$ cat config.mk
export PLATFORM = sky130hd
export DESIGN_NAME = fifo_wr_arbiter
export DESIGN_NICKNAME = d
export VERILOG_FILES = /design/src/rtl/fifo_ctrl_pkg.sv /design/src/rtl/rr_priority_picker.sv /design/src/rtl/fifo_wr_arbiter.sv
export SDC_FILE = /design/constraint.sdc
export NUM_CORES = 1
export LEC_CHECK = 0
export ABC_AREA = 1
export BUFFER_PORTS_ARGS = -buffer_cell sky130_fd_sc_hd__buf_2
export CAP_MARGIN = 0
export CORE_MARGIN = 3
export CORE_UTILIZATION = 53
export DETAILED_ROUTE_END_ITERATION = 8
export PLACE_DENSITY_LB_ADDON = 0.25
export SYNTH_ARGS = -nofsm -noshare
export SYNTH_HDL_FRONTEND = slang
export SYNTH_SLANG_ARGS = --single-unit
$ cat constraint.sdc
create_clock -name clka -period 3.35 [get_ports clka]
set_input_delay 0.67 -clock clka [delete_from_list [all_inputs] [get_ports clka]]
set_output_delay 0.67 -clock clka [all_outputs]
set_load 0.02 [all_outputs]
$ cat src/rtl/fifo_ctrl_pkg.sv
// Shared definitions for the FIFO write-side arbiter: FSM encoding and defaults.
// No logic of its own; imported by the arbiter and its round-robin picker.
// Default constants match the common 8-bit, 4-requester, 4-word-burst build.
package fifo_ctrl_pkg;

    // Arbiter FSM: IDLE arbitrates, BURST moves words, STALL waits out a full FIFO.
    typedef enum logic [1:0] {
        IDLE  = 2'd0,
        BURST = 2'd1,
        STALL = 2'd2
    } arb_state_t;

    localparam int DEF_DATA_WIDTH = 8;
    localparam int DEF_NUM_REQ    = 4;
    localparam int DEF_MAX_BURST  = 4;

endpackage

$ cat src/rtl/rr_priority_picker.sv
// Round-robin picker: first set bit of req searching upward from ptr, wrapping.
// Latency: purely combinational, zero cycles.
// Backpressure: none; the caller decides when the pick is consumed.
module rr_priority_picker
    import fifo_ctrl_pkg::*;
#(
    parameter int NUM_REQ = DEF_NUM_REQ
) (
    input  logic [NUM_REQ-1:0]         req,
    input  logic [$clog2(NUM_REQ)-1:0] ptr,
    output logic [$clog2(NUM_REQ)-1:0] gnt_idx,
    output logic                       any_req
);
    localparam int IDX_W = $clog2(NUM_REQ);
    localparam logic [IDX_W-1:0] IDX_LAST = IDX_W'(NUM_REQ - 1);

    logic [IDX_W-1:0] cur;
    logic             found;

    // Walk all NUM_REQ positions starting at ptr; the first requester seen wins.
    always_comb begin
        gnt_idx = '0;
        found   = 1'b0;
        cur     = ptr;
        for (int k = 0; k < NUM_REQ; k++) begin
            if (!found && req[cur]) begin
                found   = 1'b1;
                gnt_idx = cur;
            end
            cur = (cur == IDX_LAST) ? '0 : cur + 1'b1;
        end
        any_req = found;
    end

endmodule

$ cat src/rtl/fifo_wr_arbiter.sv
// Round-robin arbiter feeding one FIFO write port from NUM_REQ requesters in bursts.
// Latency: accepted word appears on wr_en/wrdata one clka cycle later; one idle cycle per grant.
// Backpressure: full drops req_ready combinationally and parks the FSM in STALL until it clears.
module fifo_wr_arbiter
    import fifo_ctrl_pkg::*;
#(
    parameter int DATA_WIDTH = DEF_DATA_WIDTH,
    parameter int NUM_REQ    = DEF_NUM_REQ,
    parameter int MAX_BURST  = DEF_MAX_BURST
) (
    input  logic                          clka,
    input  logic                          reset,
    input  logic [NUM_REQ-1:0]            req_valid,
    input  logic [NUM_REQ*DATA_WIDTH-1:0] req_data,
    output logic [NUM_REQ-1:0]            req_ready,
    input  logic                          full,
    output logic                          wr_en,
    output logic [DATA_WIDTH-1:0]         wrdata,
    output logic [$clog2(NUM_REQ)-1:0]    grant_id,
    output logic                          busy
);
    localparam int IDX_W = $clog2(NUM_REQ);
    localparam int CNT_W = $clog2(MAX_BURST) + 1;
    localparam logic [CNT_W-1:0] CNT_LAST = CNT_W'(MAX_BURST);
    localparam logic [IDX_W-1:0] IDX_LAST = IDX_W'(NUM_REQ - 1);

    arb_state_t            state;
    arb_state_t            state_nxt;
    logic [IDX_W-1:0]      rr_ptr;
    logic [IDX_W-1:0]      rr_ptr_nxt;
    logic [IDX_W-1:0]      grant_nxt;
    logic [IDX_W-1:0]      pick_idx;
    logic [IDX_W-1:0]      rr_rot;
    logic [CNT_W-1:0]      burst_cnt;
    logic [CNT_W-1:0]      burst_cnt_nxt;
    logic [CNT_W-1:0]      cnt_inc;
    logic                  pick_any;
    logic                  sel_valid;
    logic                  xfer;
    logic                  wr_en_nxt;
    logic [DATA_WIDTH-1:0] sel_data;
    logic [DATA_WIDTH-1:0] wrdata_nxt;

    rr_priority_picker #(
        .NUM_REQ (NUM_REQ)
    ) u_picker (
        .req     (req_valid),
        .ptr     (rr_ptr),
        .gnt_idx (pick_idx),
        .any_req (pick_any)
    );

    // Route the granted requester's valid and word; other requesters are ignored.
    always_comb begin
        sel_valid = 1'b0;
        sel_data  = '0;
        for (int i = 0; i < NUM_REQ; i++) begin
            if (grant_id == IDX_W'(i)) begin
                sel_valid = req_valid[i];
                sel_data  = req_data[i*DATA_WIDTH +: DATA_WIDTH];
            end
        end
    end

    // Only the granted requester sees ready, and only while bursting into a non-full FIFO.
    always_comb begin
        req_ready = '0;
        for (int i = 0; i < NUM_REQ; i++) begin
            req_ready[i] = (state == BURST) && !full && (grant_id == IDX_W'(i));
        end
    end

    assign xfer    = (state == BURST) && !full && sel_valid;
    assign cnt_inc = burst_cnt + 1'b1;
    assign rr_rot  = (grant_id == IDX_LAST) ? '0 : grant_id + 1'b1;
    assign busy    = (state != IDLE);

    // Next-state and next-register values; burst completion outranks a stall.
    always_comb begin
        state_nxt     = state;
        rr_ptr_nxt    = rr_ptr;
        grant_nxt     = grant_id;
        burst_cnt_nxt = burst_cnt;
        wr_en_nxt     = xfer;
        wrdata_nxt    = xfer ? sel_data : wrdata;
        case (state)
            IDLE: begin
                if (pick_any) begin
                    grant_nxt     = pick_idx;
                    burst_cnt_nxt = '0;
                    state_nxt     = BURST;
                end
            end
            BURST: begin
                if (xfer) begin
                    burst_cnt_nxt = cnt_inc;
                end
                if ((xfer && (cnt_inc == CNT_LAST)) || !sel_valid) begin
                    state_nxt  = IDLE;
                    rr_ptr_nxt = rr_rot;
                end else if (full) begin
                    state_nxt = STALL;
                end
            end
            STALL: begin
                if (!sel_valid) begin
                    state_nxt  = IDLE;
                    rr_ptr_nxt = rr_rot;
                end else if (!full) begin
                    state_nxt = BURST;
                end
            end
            default: begin
                state_nxt = IDLE;
            end
        endcase
    end

    // State and registered outputs; reset drops any word accepted in the reset cycle.
    always_ff @(posedge clka) begin
        if (reset) begin
            state     <= IDLE;
            rr_ptr    <= '0;
            burst_cnt <= '0;
            grant_id  <= '0;
            wr_en     <= 1'b0;
            wrdata    <= '0;
        end else begin
            state     <= state_nxt;
            rr_ptr    <= rr_ptr_nxt;
            burst_cnt <= burst_cnt_nxt;
            grant_id  <= grant_nxt;
            wr_en     <= wr_en_nxt;
            wrdata    <= wrdata_nxt;
        end
    end

endmodule

==> impl_metrics.py, run 1 <==
metrics = {
    "placed_design": {
        "dp_hpwl_um": 3000,
        "dp_cells": 297,
        "place_area_um2": 1720,
        "io_buffers": 54,
        "pre_cts_slack_ps": 1190,
        "gp_congestion": 0.892,
    },
    "hold_path": {
        "min_from": "burst_cnt[2]",
        "hold_path_class": "reg2reg",
        "whs_endpoint": "burst_cnt[2]",
        "holdPathStages": 2,
    },
    "sta": {
        "max_slew_margin_pct": 69.5,
        "rsz0062_at_grt": "false",
        "period_share_pct": 74.8,
        "timing.fmax_mhz": 399,
        "worst_slack_ps": 844,
        "hold_viol": 0,
        "fin_crit_ps": 2510,
        "clock_skew_ps": 5.28,
        "finalSetupViolCount": 0,
        "tightest_slew_ps": 456,
        "slew_violations": 0,
        "fin_tns_setup_ps": 0,
    },
    "global_route": {
        "grt_max_degree": 13,
        "track_usage_pct": 23.4,
        "grt_pass1_vias": 1494,
        "grt_use_met1_pct": 28.3,
        "busiest_layer": "met2",
        "antenna_found_initial": 0,
        "grt_pass1_wl_um": 6250,
        "grtUsageMet3_pct": 5.48,
        "use_met2_pct": 41.9,
        "grt_overflow": 0,
    },
    "pwr": {
        "combPwrFrac_pct": 67.6,
        "leakagePower_uw": 0.000946,
        "p_seq_share_pct": 23.0,
        "clockPowerShare_pct": 9.4,
        "ir_worst_vdd_v": 0.000636,
        "swShare_pct": 53.2,
        "p_per_area_nw_per_um2": 827,
        "p_sw_uw": 771,
        "p_int_uw": 679,
        "p_total_uw": 1450,
    },
    "critical_path": {
        "timing.rr.start": "rr_ptr[0]",
        "r2r_cells": 11,
        "max_stage_delay_ps": 430,
        "worst_ep_arrival_time_ps": 1840,
        "crit_required_ps": 2680,
        "cp-end-kind": "primary output",
        "slowest_stage": "dfxtp_1",
        "path_buf_inv": 2,
        "worstPathCellList": "ha_1 -> clkinv_1 -> nor2_1 -> buf_2",
        "path_max_fanout": 11,
        "worstSetupPathType": "reg2out",
        "reg2reg_to": "burst_cnt[2]",
        "cp_top_family": "buffers and inverters",
        "r2r_slack_ps": 1350,
        "critPathLaunchType": "register",
    },
    "floorplanning": {
        "num_rows": 18,
        "die_x_um": 58.4,
        "die-area_um2": 3400,
        "ios": 55,
        "initial_core_util_pct": 57.1,
        "coreArea_um2": 2540,
        "die_height_um": 58.4,
    },
    "synth": {
        "ys_seq_area_share_pct": 24.8,
        "synthCells": 219,
        "ys_warn_count": 0,
        "syn_avg_cell_area_um2": 6.63,
        "ys_seq_elements": 18,
        "netlist_area_um2": 1450,
        "synth_cell_types": 29,
        "synthesis.nets": 265,
    },
    "route": {
        "drc_errors": 0,
        "wl_per_cell_um": 12.2,
        "wirelength_um": 3660,
        "drt_iter0_drc": 89,
        "num_vias": 1573,
        "viasPerCell": 5.23,
        "drt_pre_antenna_iters": 4,
        "ant_nets": 0,
    },
    "layout": {
        "final_layout_size_suffix_gt1_share_pct": 32.1,
        "layout.cells.most_common": "buf_2",
        "area_delta_synth_final_pct": 20.7,
        "antenna-diode-count": 0,
        "stdcell_area_um2": 1750,
        "fin_nets": 318,
        "mostFrequentLayoutCells": "buf_2, nand2_1, a21oi_1",
        "fin_cells": 301,
    },
    "clock_tree": {
        "clk-insertion-delay-late_ps": 300,
        "cts-buffers-inserted": 3,
        "clockBufferDepth": 2,
        "post_cts_resized": 0,
        "h-tree-depth": 1,
        "numClockSinks": 18,
        "path_clk_slew_ps": 110,
        "cts.hold.buffers_added": 0,
        "cts_root_buf": "clkbuf_4",
        "post-cts-setup-buffers": 0,
        "cts_tree": "done",
    },
    "job": {
        "drv_cap": 0,
    },
    "status": {
        "status": "finished clean",
    },
}
## metal layers
metal | share of wire [%] | vias to the layer above
met1 | 44 | 684
met3 | 6.2 | 4
met2 | 49 | 53
met4 | 0.57 | 0
li1 | - | 832
met5 | 0 | -
## registers in the layout, summed over array words and instances (netlist names)
| name | count |
|---|---|
| wrdata | 8 |
| burst_cnt | 3 |
| grant_id | 2 |
| rr_ptr | 2 |
| state | 2 |
| wr_en | 1 |
## worst min-delay path, delay by kind of cell, from the launching register on
| kind | cells | cell delay [ps] |
|---|---|---|
| and+or+nand+nor | 1 | 80 |
| AOI/OAI and AO/OA | 1 | 70 |
| DFF | 1 | 340 |
## through the flow
step	util [%]	hold slack, ps
5_1_grt	68.9	571
3_3_place_gp	67.5	485
3_5_place_dp	67.5	492
6_report	68.9	514
4_1_cts	68.9	516
2_1_floorplan	-	461
## worst max path at each step
stage          slack, ps      endpoint  cells after the start        start
6_report             840  req_ready[3]                      4  grant_id[0]
5_1_grt              640  req_ready[3]                      4  grant_id[0]
4_1_cts              840  req_ready[3]                      4  grant_id[0]
3_5_place_dp        1190  req_ready[3]                      4  grant_id[0]
3_3_place_gp        1280  req_ready[2]                      5  grant_id[0]
2_1_floorplan       1270  req_ready[3]                      4  grant_id[1]
## Yosys cell counts (all sizes together)
master | count | share of area (%)
clkbuf | 1 | 0.26
nand3 | 18 | 7.8
a22oi | 1 | 0.52
o21ai | 15 | 5.7
ha | 7 | 6.0
nand2 | 57 | 19
a21oi | 33 | 11
clkinv | 2 | 0.52
dfxtp | 18 | 25
a31oi | 1 | 0.43
nor2 | 22 | 7.7
inv | 26 | 7.1
nand4 | 4 | 1.7
nand3b | 1 | 0.78
buf | 5 | 2.8
o211ai | 8 | 4.1
## cells by family (layout without fill, tap and decap cells)
group                    Yosys count  count (layout)  share of synthesized area (%)
flip-flops                        18              18                           24.8
buffers and inverters             34              86                           10.6
AO/OA/AOI/OAI                     58              58                           22.1
AND/OR/NAND/NOR                  102             102                           36.4
adder cells (fa/ha/maj)            7               7                           6.03
## area by class of cell
cell class,instances,area (um2)
multi-input cells,167,938
fillers,253,792
inverters,28,110
well taps,30,37.5
repair buffers,54,270
flip-flops and latches,18,360
clock buffers,4,36.3
## power groups by stage
stage	logic, uW	registers, uW	clock network [uW]
2_1_floorplan	774	348	0
3_3_place_gp	960	336	0
3_5_place_dp	977	337	0
4_1_cts	979	333	139
5_1_grt	1090	343	152
6_report	981	333	137
No activity file was read; power rests on OpenSTA's default activity.
==> run 2, diff against run 1 <==
Settings changed: ABC_AREA 1 to 0, CORE_UTILIZATION 53 to 50.
Clock period 3.35 ns to 2.45 ns, I/O delays scaled along.
==> run 2 against run 1 <==
  * Sequential power is 25% higher
  * Largest cell class unchanged
  * Count of clock-buffer cells in the layout did not move
  * Non-clock buffer count increased by 3
  * Global-route usage down 1.7 points
  * Worst setup slack worse by 580 ps
  * Routed wire length is 14% higher
  * Combinational power up 11%
  * Synthesized cell count shrank 7.3%
  * Synthesized area is 8.9% higher
==> impl_metrics.py, run 2 <==
metrics = {
    "synth": {
        "synth_top_cell_area_share_pct": 22.8,
        "ys_seq_area_share_pct": 22.8,
        "synth_common_cells": "a21oi_1, dfxtp_1, o21ai_0",
        "synthCells": 203,
        "syn_avg_cell_area_um2": 7.79,
        "ys_async_sr_fraction_pct": 0,
        "synthesis.nets": 249,
        "ys_warn_count": 0,
        "synth.area.top_cells": "dfxtp_1, a21oi_1, ha_1, o21ai_0, a221oi_1",
        "netlist_area_um2": 1580,
        "synth.largest_area_cell": "dfxtp_1",
        "ys_seq_elements": 18,
        "synth_edf_count": 0,
        "ys.flop_type": "dfxtp_1",
        "synth.most_common_cell": "a21oi_1",
        "synth_cell_types": 57,
    },
    "floorplanning": {
        "die_x_um": 62.2,
        "die_height_um": 62.2,
        "initial_core_util_pct": 55.0,
        "coreArea_um2": 2880,
        "die-area_um2": 3870,
        "num_rows": 19,
        "ios": 55,
    },
    "sta": {
        "slew_violations": 0,
        "fin_crit_ps": 2180,
        "tightest_slew_ps": 509,
        "timing.fmax_mhz": 459,
        "hold_ws_ps": 477,
        "rsz0062_at_grt": "false",
        "hold_viol": 0,
        "clock_skew_ps": 1.58,
        "period_share_pct": 89.0,
        "fin_tns_setup_ps": 0,
        "max_slew_margin_pct": 66.1,
        "finalSetupViolCount": 0,
    },
    "global_route": {
        "track_usage_pct": 21.6,
        "grt_pass1_vias": 1606,
        "grt_overflow": 0,
        "grt_max_degree": 20,
        "grt_pass1_wl_um": 7070,
        "antenna_found_initial": 0,
    },
    "pwr": {
        "p_per_area_nw_per_um2": 895,
        "ir_worst_vdd_v": 0.000483,
        "leakagePower_uw": 0.000812,
    },
    "clock_tree": {
        "h-tree-depth": 1,
        "clockBufferDepth": 2,
        "cts_root_buf": "clkbuf_4",
        "cts_tree": "done",
        "path_clk_slew_ps": 100,
        "cts-buffers-inserted": 3,
        "clk-insertion-delay-late_ps": 290,
        "numClockSinks": 18,
    },
    "job": {
        "drv_cap": 0,
    },
    "layout": {
        "mostFrequentLayoutCells": "buf_2, a21oi_1, dfxtp_1",
        "layout.cells.most_common": "buf_2",
        "reg_top3": "wrdata x8, burst_cnt x3",
        "regMostFlops": "wrdata",
        "final_layout_size_suffix_gt1_share_pct": 31.7,
        "largest_register_ffs": 8,
        "fin_nets": 293,
        "area_delta_synth_final_pct": 19.5,
        "antenna-diode-count": 0,
    },
    "route": {
        "viasPerCell": 5.77,
        "num_vias": 1663,
        "wirelength_um": 4170,
        "drc_errors": 0,
        "wl_per_cell_um": 14.5,
        "drt_pre_antenna_iters": 4,
        "drt_iter0_drc": 146,
        "ant_nets": 0,
    },
    "critical_path": {
        "slowest_stage": "mux4_2",
        "critPathLaunch": "rr_ptr[0]",
        "crit_path_frequent_cell": "o311ai_1",
        "timing.rr.start": "rr_ptr[0]",
        "worstPathCellList": "ha_1 -> mux4_2 -> o311ai_1 -> o211ai_1 -> a21o_1 -> o311ai_1",
        "critPathLaunchType": "register",
        "worstSetupPathType": "reg2reg",
        "worst_ep_arrival_time_ps": 2380,
        "cp-end-kind": "register",
        "max_stage_delay_ps": 600,
        "path_max_fanout": 15,
        "crit_required_ps": 2650,
    },
    "placed_design": {
        "gp_congestion": 0.878,
        "dp_hpwl_um": 3260,
        "io_buffers": 54,
    },
    "hold_path": {
        "min_from": "burst_cnt[1]",
        "hold_path_class": "reg2reg",
    },
    "status": {
        "status": "finished clean",
    },
}
## run 2: cell type report
class                   count  area (um2)
multi-input cells         154        1100
fillers                   280         987
flip-flops and latches     18         360
repair buffers             57         293
well taps                  42        52.6
inverters                  13        48.8
clock buffers               4        36.3
## run 2: cells by family after synthesis
family | Yosys count | synth area share (%)
buf+inv | 31 | 8.23
compound gates | 81 | 37.4
flops | 18 | 22.8
xor+xnor | 2 | 1.11
fa+ha+maj | 7 | 5.54
simple gates | 61 | 22.2
mux | 3 | 2.69
## run 2: path summary, 6_finish.rpt
check	to	slack, ps	cells after the start
worst min register to register	burst_cnt[1]	480	2
worst max register to register	grant_id[1]	270	6
worst min-delay path	burst_cnt[1]	480	2
worst max-delay path	grant_id[1]	270	6
## run 2: metal layers
metal / part of all wire (%) / global-route usage, % / wire, um
met5: 0 / 0 / 0
met4: 0.70 / 5.25 / 29
met3: 3.8 / 2.16 / 157
met2: 50 / 37.6 / 2070
met1: 46 / 28.7 / 1910
## run 2: stage by stage
step                      power [uW]  setup WS (ps)  cells  cell area, um2  util, %
after floorplan                 1260            341    203            1580        -
after global placement          1490            327    284            1850     64.2
after detailed placement        1500            303    284            1850     64.2
after CTS                       1690            273    288            1880     65.4
after global routing            1840            114    288            1890     65.7
final                           1690            269    288            1890     65.7
## run 2: power breakdown
group | total [uW] | switching (uW) | internal (uW)
clock | 181 | 90.2 | 90.4
combinational | 1090 | 656 | 436
sequential | 417 | 59.8 | 358
total | 1690 | 806 | 884
## run 2: repair_timing
item / in CTS / in global routing
setup endpoints to repair: 0 / 2
buffers inserted: 0 / 0
hold buffers: 0 / 0
hold endpoints to repair: 0 / 0
gates resized for setup: 0 / 1
## run 2: worst max-delay path, delay by kind of cell (launching register included)
| family | cells | cell delay [ps] |
|---|---|---|
| flops | 1 | 330 |
| mux | 1 | 600 |
| compound gates | 4 | 610 |
| fa+ha+maj | 1 | 560 |
==> run 3, diff against run 2 <==
Settings changed: SETUP_SLACK_MARGIN set to 0.3.
==> run 3 against run 2 <==
  * Clock skew is essentially flat
  * Global-route usage rose by 0.30 points
  * Combinational power hardly changed
  * Count of clock-buffer cells in the layout is the same
  * Register-to-register slack improved by 180 ps
  * Die area unchanged
  * Maximum frequency rose by 8.8%
  * Core utilization increased by 1.1 points
  * Via count down 0.24%
  * Worst hold slack is essentially flat
  * Total power increased by 2.6%
==> impl_metrics.py, run 3 (same netlist as run 2, synthesis figures left out) <==
metrics = {
    "clock_tree": {
        "h-tree-depth": 1,
        "numClockSinks": 18,
        "path_clk_slew_ps": 100,
        "post-cts-setup-buffers": 0,
        "cts_tree": "done",
        "cts.hold.buffers_added": 0,
        "cts_root_buf": "clkbuf_4",
        "post_cts_resized": 2,
        "clockBufferDepth": 2,
        "cts-buffers-inserted": 3,
        "clk-insertion-delay-late_ps": 290,
    },
    "critical_path": {
        "cp-end-kind": "register",
        "reg2reg_to": "rr_ptr[0]",
        "worst_ep_arrival_time_ps": 2180,
        "worstSetupPathType": "reg2reg",
        "r2r_cells": 7,
        "path_max_fanout": 12,
        "r2r_slack_ps": 450,
        "timing.rr.start": "grant_id[1]",
        "crit_required_ps": 2620,
        "critPathLaunchType": "register",
    },
    "sta": {
        "clock_skew_ps": 1.51,
        "fin_crit_ps": 2000,
        "rsz0062_at_grt": "false",
        "period_share_pct": 81.8,
        "slew_violations": 0,
        "max_slew_margin_pct": 66.6,
        "timing.fmax_mhz": 499,
        "finalSetupViolCount": 0,
        "tightest_slew_ps": 500,
        "hold_viol": 0,
        "fin_tns_setup_ps": 0,
    },
    "job": {
        "drv_cap": 0,
    },
    "pwr": {
        "ir_worst_vdd_v": 0.000489,
        "p_int_uw": 918,
        "p_seq_share_pct": 24.7,
        "leakagePower_uw": 0.000810,
        "p_total_uw": 1730,
        "clockPowerShare_pct": 10.4,
        "p_sw_uw": 816,
        "swShare_pct": 47.1,
        "p_per_area_nw_per_um2": 903,
        "combPwrFrac_pct": 64.9,
    },
    "layout": {
        "final_layout_size_suffix_gt1_share_pct": 34.1,
        "area_delta_synth_final_pct": 21.4,
        "antenna-diode-count": 0,
        "seq_area_um2": 364,
        "layout.cells.most_common": "buf_2",
        "fin_nets": 293,
        "largest_register_ffs": 8,
        "reg_top3": "wrdata x8, burst_cnt x3",
        "mostFrequentLayoutCells": "buf_2, a21oi_1, o21ai_0",
        "regMostFlops": "wrdata",
        "stdcell_area_um2": 1920,
        "multi_input_area_um2": 1130,
        "fill_cells": 272,
    },
    "route": {
        "viasPerCell": 5.76,
        "drt_pre_antenna_iters": 4,
        "num_vias": 1659,
        "ant_nets": 0,
        "drt_iter0_drc": 136,
        "wl_per_cell_um": 14.4,
        "drc_errors": 0,
        "wirelength_um": 4150,
    },
    "hold_path": {
        "hold_path_class": "reg2reg",
        "min_from": "burst_cnt[1]",
        "whs_endpoint": "burst_cnt[1]",
        "holdPathStages": 2,
    },
    "global_route": {
        "grt_pass1_wl_um": 7100,
        "grt_overflow": 0,
        "grt_max_degree": 20,
        "track_usage_pct": 21.9,
        "grt_pass1_vias": 1601,
        "antenna_found_initial": 0,
    },
    "placed_design": {
        "io_buffers": 54,
        "dp_hpwl_um": 3260,
        "place_area_um2": 1850,
        "gp_congestion": 0.878,
    },
    "floorplanning": {
        "ios": 55,
        "die_height_um": 62.2,
        "initial_core_util_pct": 55.0,
        "die_x_um": 62.2,
        "coreArea_um2": 2880,
        "die-area_um2": 3870,
        "num_rows": 19,
    },
    "status": {
        "status": "finished clean",
    },
}
==> run 3: cell types whose count changed in the layout (fill, tap and decap cells not counted) <==
cell / previous run / this run
dfxtp_2: 0 / 3
dfxtp_1: 18 / 15
ha_2: 0 / 1
ha_4: 0 / 2
ha_1: 7 / 4
==> run 3: layer usage <==
| layer | GRT usage (%) | part of all wire [%] |
|---|---|---|
| met1 | 28.6 | 46 |
| met2 | 37.6 | 49 |
| met3 | 2.70 | 3.9 |
| met4 | 6.91 | 0.70 |
| met5 | 0 | 0 |
==> run 3: how the worst max path moves through the flow <==
stage / start / end
3_5_place_dp: grant_id[0] / wrdata[1]
5_1_grt: grant_id[1] / rr_ptr[0]
2_1_floorplan: grant_id[0] / req_ready[3]
6_report: grant_id[1] / rr_ptr[0]
3_3_place_gp: grant_id[1] / wrdata[1]
4_1_cts: grant_id[0] / rr_ptr[0]
==> run 3: area by class of cell <==
type | count | share of cell area (%)
Tap cell | 42 | 2.74
Clock buffer | 4 | 1.89
Sequential cell | 18 | 19.0
Inverter | 13 | 2.54
Multi-Input combinational cell | 154 | 58.6
Timing Repair Buffer | 57 | 15.2
==> run 3: per-stage QoR <==
step | hold WS [ps] | utilization, % | worst slack [ps] | std cells
floorplan | 445 | - | 341 | 203
global placement | 456 | 64.2 | 327 | 284
detailed placement | 468 | 64.2 | 303 | 284
CTS | 483 | 65.8 | 305 | 288
global route | 476 | 66.8 | 306 | 288
finish | 477 | 66.8 | 445 | 288
==> run 3: power groups by stage <==
stage | Clock (uW) | Combinational, uW | Sequential [uW]
floorplan | 0 | 816 | 448
global placement | 0 | 1070 | 421
detailed placement | 0 | 1080 | 423
CTS | 188 | 1090 | 418
global route | 207 | 1240 | 442
finish | 181 | 1120 | 428
==> run 3: critical path: stages, from the launching register on <==
cell	delay, ps
dfxtp_2	370
inv_1	100
ha_2	300
and3b_2	260
o211ai_4	270
a21oi_1	130
o41ai_1	340
nor3_1	110
